**config.mk**
```make
export PLATFORM = sky130hd
export DESIGN_NAME = intersection_controller
export DESIGN_NICKNAME = d
export VERILOG_FILES = /design/src/rtl/intersection_controller.sv
export SDC_FILE = /design/constraint.sdc
export NUM_CORES = 1
export LEC_CHECK = 0
export ABC_AREA = 1
export CORE_MARGIN = 4
export CORE_UTILIZATION = 45
export DETAILED_ROUTE_END_ITERATION = 7
export PLACE_DENSITY = 0.76
export SETUP_SLACK_MARGIN = 0.15
export SLEW_MARGIN = 10
export SYNTH_ARGS = -nofsm -noshare
export SYNTH_HDL_FRONTEND = slang
export SYNTH_SLANG_ARGS = --single-unit
```
**constraint.sdc**
```tcl
create_clock -name clk -period 1.6 [get_ports clk]
set_input_delay 0.32 -clock clk [delete_from_list [all_inputs] [get_ports clk]]
set_output_delay 0.32 -clock clk [all_outputs]
set_load 0.01 [all_outputs]
```
**src/rtl/intersection_controller.sv**
```systemverilog
// Two-way intersection lamp sequencer with a down-counting phase timer.
// Optional pedestrian WALK phase enabled by defining INTERSECTION_PED_EN.
module intersection_controller #(
  parameter int unsigned GREEN_CYC  = 8,
  parameter int unsigned YELLOW_CYC = 3,
  parameter int unsigned ALLRED_CYC = 1,
  parameter int unsigned WALK_CYC   = 5,
  parameter int unsigned TMR_W      = 8
) (
  input  logic       clk,
  input  logic       reset,
  input  logic       enable,
  input  logic       ew_sensor,
  input  logic       ped_req,
  output logic       ns_red,
  output logic       ns_yellow,
  output logic       ns_green,
  output logic       ew_red,
  output logic       ew_yellow,
  output logic       ew_green,
  output logic       walk,
  output logic       ped_ack,
  output logic [2:0] phase
);

  typedef enum logic [2:0] {
    S_NS_G = 3'd0,
    S_NS_Y = 3'd1,
    S_AR1  = 3'd2,
    S_EW_G = 3'd3,
    S_EW_Y = 3'd4,
    S_AR2  = 3'd5,
    S_WALK = 3'd6
  } state_t;

  localparam logic [TMR_W-1:0] T_GREEN  = TMR_W'(GREEN_CYC - 1);
  localparam logic [TMR_W-1:0] T_YELLOW = TMR_W'(YELLOW_CYC - 1);
  localparam logic [TMR_W-1:0] T_ALLRED = TMR_W'(ALLRED_CYC - 1);
  localparam logic [TMR_W-1:0] T_WALK   = TMR_W'(WALK_CYC - 1);

  state_t           state, state_nxt;
  logic [TMR_W-1:0] timer, timer_nxt;
  logic             expired;

  function automatic logic [TMR_W-1:0] load_of(input state_t s);
    case (s)
      S_NS_G, S_EW_G: load_of = T_GREEN;
      S_NS_Y, S_EW_Y: load_of = T_YELLOW;
      S_WALK:         load_of = T_WALK;
      default:        load_of = T_ALLRED;
    endcase
  endfunction

`ifdef INTERSECTION_PED_EN
  logic pend, pend_nxt;
  // the request seen on the clearing edge itself stays latched for next round
  assign pend_nxt = ped_req | (pend & ~(state == S_AR2 && state_nxt == S_WALK));
`else
  logic unused_ped;
  assign unused_ped = ped_req;
`endif

  assign expired = (timer == '0);

  always_comb begin
    state_nxt = state;
    timer_nxt = timer;
    case (state)
      S_NS_G: if (enable && expired && ew_sensor) state_nxt = S_NS_Y;
      S_NS_Y: if (enable && expired) state_nxt = S_AR1;
      S_AR1:  if (enable && expired) state_nxt = S_EW_G;
      S_EW_G: if (enable && expired) state_nxt = S_EW_Y;
      S_EW_Y: if (enable && expired) state_nxt = S_AR2;
      S_AR2: begin
        if (enable && expired) begin
`ifdef INTERSECTION_PED_EN
          state_nxt = pend ? S_WALK : S_NS_G;
`else
          state_nxt = S_NS_G;
`endif
        end
      end
`ifdef INTERSECTION_PED_EN
      S_WALK: if (enable && expired) state_nxt = S_NS_G;
`endif
      default: state_nxt = S_AR2;
    endcase
    // any state change (including illegal-code recovery) reloads the timer
    if (state_nxt != state) timer_nxt = load_of(state_nxt);
    else if (enable && !expired) timer_nxt = timer - TMR_W'(1);
  end

  always_ff @(posedge clk or posedge reset) begin
    if (reset) begin
      state <= S_AR2;
      timer <= T_ALLRED;
`ifdef INTERSECTION_PED_EN
      pend  <= 1'b0;
`endif
    end else begin
      state <= state_nxt;
      timer <= timer_nxt;
`ifdef INTERSECTION_PED_EN
      pend  <= pend_nxt;
`endif
    end
  end

  always_comb begin
    ns_red    = 1'b1;
    ns_yellow = 1'b0;
    ns_green  = 1'b0;
    ew_red    = 1'b1;
    ew_yellow = 1'b0;
    ew_green  = 1'b0;
    case (state)
      S_NS_G: begin ns_red = 1'b0; ns_green  = 1'b1; end
      S_NS_Y: begin ns_red = 1'b0; ns_yellow = 1'b1; end
      S_EW_G: begin ew_red = 1'b0; ew_green  = 1'b1; end
      S_EW_Y: begin ew_red = 1'b0; ew_yellow = 1'b1; end
      default: ;
    endcase
  end

`ifdef INTERSECTION_PED_EN
  assign walk    = (state == S_WALK);
  assign ped_ack = (state == S_WALK) && (timer == T_WALK);
`else
  assign walk    = 1'b0;
  assign ped_ack = 1'b0;
`endif

  assign phase = state;

endmodule

```
## Word-level counts from Yosys, hierarchy flattened

Cells that the tools add are included.

| storage, ports and cells | value |
|---|---|
| input bits | 5 |
| word-level logic and storage cells | 41 |
| output and inout port bits | 11 |
| bits in registers | 11 |

| cells by class | value |
|---|---|
| muxes and demuxes | 16 |
| reduce and logical (&&, ||, !) cells | 12 |
| eq/ne operators | 10 |
| add/sub/neg operators | 1 |

Operators by type and width:

| cell | count |
|---|---|
| 3-bit two-way mux | 6 |
| 3-bit one-hot mux with 6 select lines | 1 |
| 8-bit two-way mux | 2 |
| 3-bit equality test, second input constant | 4 |
| 3-bit by 2-bit equality test with 1-bit output, second input constant | 3 |
| 3-bit one-hot mux with 3 select lines | 1 |
| 8-bit zero test | 1 |
| 2-bit OR reduction | 4 |
| 8-bit by 1-bit subtractor with 8-bit output, second input constant | 1 |
| 3-bit by 1-bit equality test with 1-bit output, second input constant | 2 |
| 3-bit zero test | 2 |
| 1-bit two-way mux | 6 |
| 1-bit logical AND | 3 |
| 3-bit inequality test | 1 |
| 2-bit nonzero test | 1 |
| 1-bit zero test | 1 |

## Longest topological paths before layout

| depth | value |
|---|---|
| depth in word-level cells | 9 |
| gate-level depth with buffers | 13 |
| depth with buffers taken out | 13 |

## Least setup slack after synthesis

OpenSTA, ideal clock, no wires.

| timing | value |
|---|---|
| path kind | register to output |
| start point | register state[0] (netlist: phase[0]) |
| end point | output port ew_red |
| path buffers | 0 |
| path slack | 0.074 ns |
| data required time | 1.280 ns |
| stages on the path, launching flop included | 4 |
| data arrival time | 1.206 ns |
| cells stage by stage | dfstp_2 -> inv_1 -> nor3_1 -> nor2_1 |

| between the ends | value |
|---|---|
| cells in the longest elaborated chain, start to end | 3 |
| elaborated cells on any way between the ends | 4 |
| those cells by class | 2 x eq/ne; 1 x mux; 1 x reduce/logical |

Ends and longest elaborated chain:

| what | RTL line | RTL |
|---|---|---|
| from (decl) | 41 | `state_t state, state_nxt;` |
| from (signal assigned) | 101 | `state <= state_nxt;` |
| 3-bit by 2-bit equality test with 1-bit output / 3-bit equality test (equally long branches) | 116 | `case (state)` |
| 2-bit OR reduction (no source line) (*) | - |  |
| 1-bit two-way mux (*) | 116 |  |
| to (decl) | 18 | `output logic ew_red,` |

Mark *: on every way between the ends. The rest lies on a longest branch, timed or not.

## Worst setup path in the final report

| timing | value |
|---|---|
| start point | register timer[0] |
| end point | register timer[0] |

| between the ends | value |
|---|---|
| cells in the longest elaborated chain, start to end | 9 |
| elaborated cells on any way between the ends | 25 |
| those cells by class | 1 x add/sub; 5 x eq/ne; 10 x mux; 9 x reduce/logical |

Ends and longest elaborated chain:

| what | RTL line | RTL |
|---|---|---|
| from (decl) | 42 | `logic [TMR_W-1:0] timer, timer_nxt;` |
| from (signal assigned) | 102 | `timer <= timer_nxt;` |
| 8-bit zero test | 63 | `assign expired = (timer == '0);` |
| 1-bit logical AND | - |  |
| 1-bit logical AND | 69 | `S_NS_G: if (enable && expired && ew_sensor) state_nxt = S_NS_Y;` |
| 3-bit two-way mux | 69 |  |
| 3-bit one-hot mux with 6 select lines | 68 | `case (state)` |
| 3-bit by 1-bit equality test with 1-bit output, or another cell as far along | 46 | `case (s)` |
| 2-bit OR reduction | 46 |  |
| 3-bit one-hot mux with 3 select lines | 46 |  |
| 8-bit two-way mux | 89 | `if (state_nxt != state) timer_nxt = load_of(state_nxt);` |

Several ways; a longest one is shown, not always the timed one. The select of a mux whose other input is x is not followed.
A chain may end at the register's enable or synchronous reset.

==> impl_results.md <==
* Status: complete, but fails checks
* Failing checks: setup timing
* # fillers at 82
* Post-synth top area cell: dfrtp_1
* Crit path launch type: flop
* Tmin final at 1.71 ns
* Type of the most critical hold path: in2async
* Num rows at 15
* Vias in the first global route at 1043
* Drt wl/cell at 18.5 um
* CP bufs+invs at 4
* Core box area at 1730 um^2
* Hold_buf cts at 0
* Synth top area cells: dfrtp_1, nand2_1, dfstp_2, inv_1, nor2_1
* Synth Cell Area at 817 um^2
* Total CTS buffers at 3
* Syn avg cell area at 7.50 um^2
* Final Hold Viols at 0
* CP required at 1.82 ns
* Post-Layout Cell Count at 191
* Grt total ovfl at 0
* Net Sw Frac at 46.8%
* Total GRT Usage at 25.2%
* Dpl cells at 165
* Combinational Power Share at 74.7%
* Global-route wire length before repair at 4700 um
* Initial antenna violation count at 0
* Area grow syn2layout at 84.7%
* Gpl congestion at 0.808
* Leak at 0.739 nW
* Synthesized flop and latch total at 11
* Seq pwr share at 18.7%
* Reg-to-reg slack, setup at -0.11 ns
* Fin nets at 174
* Clock power frac at 6.6%
* Worst Slack Setup Final at -0.111 ns
* Post-DP HPWL at 1610 um
* Gate Count Post-Synth at 109
* Final worst-path cycle share at 107%
* Sequential share of the synthesized area at 34.0%
* Ratio of cells with drive above 1 in the final layout at 63.9%
* Top Family by Delay on Critical Path: simple AND/OR/NAND/NOR gates
* Critical Path Sink Type: flop
* Die span in y at 50.6 um
* H-Tree Depth at 1
* Initial Utilization at 47.3%
* Die span in x at 50.6 um
* CP arrival at 1.93 ns
* CP cell instances: inv_2 -> ha_4 -> nand2_4 -> nor2_4 -> buf_6 -> buf_6 -> nand4_1 -> nand2_2 -> nand3_2 -> nand3_2 -> nand2_1 -> inv_1
* Hold_ws at 0.351 ns
* CTS root buf: clkbuf_4
* Yosys top cell area share at 27.6%
* Final Skew at 0.00415 ns
* Synth Warn # at 0
* Slowest stage cell, crit path: dfrtp_1
* Slew Viols, Final at 0
* CTS tree: yes
* Worst-Skew Late Latency at 0.28 ns
* Final core utilization at 87.4%
* Crit path max fanout at 4
* DR iter-0 viols at 42
* Pwr dens at 2030 nW/um^2
* Total wire length at 3540 um
* Clock sink total at 11
* Total chip power at 3.07 mW
* P_int at 1.63 mW
* Final setup fails at 11
* Unique cell type count in the Yosys netlist at 25
* Critical setup path kind: reg2reg
* Max incr delay on CP at 0.41 ns
* Vias at 1028
* Peak VDD IR at 0.00154 V
* Detailed Routing Iterations Pass 1 at 4
* # DRC at 0
* RSZ-0062 raised after global routing: yes
* # diodes at 0
* Largest net degree at the start of global routing at 12
* I/O pin count at 16
* Clk slew on worst S/H paths at 0.08 ns
* Max-Cap Viols at 0
* Sw Pwr at 1.44 mW
* IO Port Bufs at 12
* Via/cell ratio at 5.38
* Antenna-violating nets left at 0
* Die area at 2560 um^2
* Peak Freq at 584 MHz
* Maximum root-to-sink buffer count at 2
sequential cells by signal, summed over array words and instances (netlist names):
register / cells
timer: 8
phase: 3
cell type report:
type | instances | area (um^2) | area share, %
Clock buffer | 4 | 26.3 | 1.74
Inverter | 19 | 81.3 | 5.39
Multi-Input combinational cell | 78 | 621 | 41.1
Sequential cell | 11 | 280 | 18.6
Tap cell | 25 | 31.3 | 2.07
Timing Repair Buffer | 54 | 469 | 31.1
repair_timing:
| item | in CTS | in global routing |
|---|---|---|
| setup endpoints to repair | 17 | 19 |
| gates resized for setup | 70 | 21 |
| pin swaps | 14 | 15 |
| setup buffers | 13 | 9 |
final timing paths:
kind | start | end | cells after the start
max | timer[0]$_DFFE_PP0P_ | timer[0]$_DFFE_PP0P_ | 12
min | reset | timer[6]$_DFFE_PP0P_ | 2
max reg2reg | timer[0]$_DFFE_PP0P_ | timer[0]$_DFFE_PP0P_ | 12
min reg2reg | timer[7]$_DFFE_PP0P_ | timer[7]$_DFFE_PP0P_ | 2
max in group asynchronous | reset | phase[0]$_DFF_PP1_ | 2
min in group clk | timer[7]$_DFFE_PP0P_ | timer[7]$_DFFE_PP0P_ | 2
Yosys cell counts:
cell type	n
a21oi_1	1
buf_4	2
conb_1	1
dfrtp_1	9
dfstp_2	2
ha_1	2
inv_1	14
inv_2	5
nand2_1	24
nand2_2	4
nand2_4	1
nand3_1	5
nand3_2	3
nand3_4	1
nand4_1	3
nor2_1	12
nor2_2	1
nor2_4	3
nor3_1	3
o211ai_1	1
o21ai_0	2
o21ai_2	1
o31ai_1	3
xnor2_1	1
xor2_1	5
layer usage:
| layer | global-route usage (%) | vias up | routed length (um) |
|---|---|---|---|
| met5 | 0 | - | 0 |
| met4 | 11.2 | 0 | 173 |
| met3 | 3.56 | 25 | 221 |
| met2 | 45.2 | 62 | 1860 |
| met1 | 29.5 | 489 | 1280 |
| li1 | - | 452 | - |
power groups by stage:
stage | clock network (mW) | registers, mW | logic [mW]
2_1_floorplan | 0 | 0.570 | 0.740
3_3_place_gp | 0 | 0.524 | 1.34
3_5_place_dp | 0 | 0.534 | 1.40
4_1_cts | 0.201 | 0.531 | 1.82
5_1_grt | 0.213 | 0.585 | 2.43
6_report | 0.203 | 0.573 | 2.29
cells in the final DEF (no fill, tap or decap), drive strengths merged:
| cell | instances |
|---|---|
| o21ai | 3 |
| o211ai | 1 |
| xor2 | 5 |
| dlygate4sd2 | 1 |
| xnor2 | 1 |
| nor2 | 16 |
| o31ai | 3 |
| ha | 2 |
| buf | 50 |
| nand4 | 3 |
| nand2 | 29 |
| dfrtp | 9 |
| a21oi | 1 |
| conb | 2 |
| dfstp | 2 |
| nor3 | 3 |
| inv | 19 |
| clkdlybuf4s50 | 3 |
| clkbuf | 4 |
| nand3 | 9 |
metrics by stage:
stage	setup slack, ns	TNS [ns]	area [um^2]
final	-0.111	-0.788	1510
after floorplan	0.152	0	841
after CTS	0.00225	0	1360
after global placement	-0.0549	-0.220	1130
after detailed placement	-0.0899	-0.501	1130
after global routing	-0.276	-1.99	1510
cells by family (layout without fill, tap and decap cells):
group                    after synthesis  count (layout)  share of synthesized area (%)
AO/OA/AOI/OAI                          8               8                           6.58
buffers and inverters                 21              77                           10.6
AND/OR/NAND/NOR                       60              60                           38.9
flip-flops                            11              11                           34.0
other                                  1               2                          0.459
adder cells (fa/ha/maj)                2               2                           3.06
XOR/XNOR                               6               6                           6.43
(Power assumes the default switching activity.)
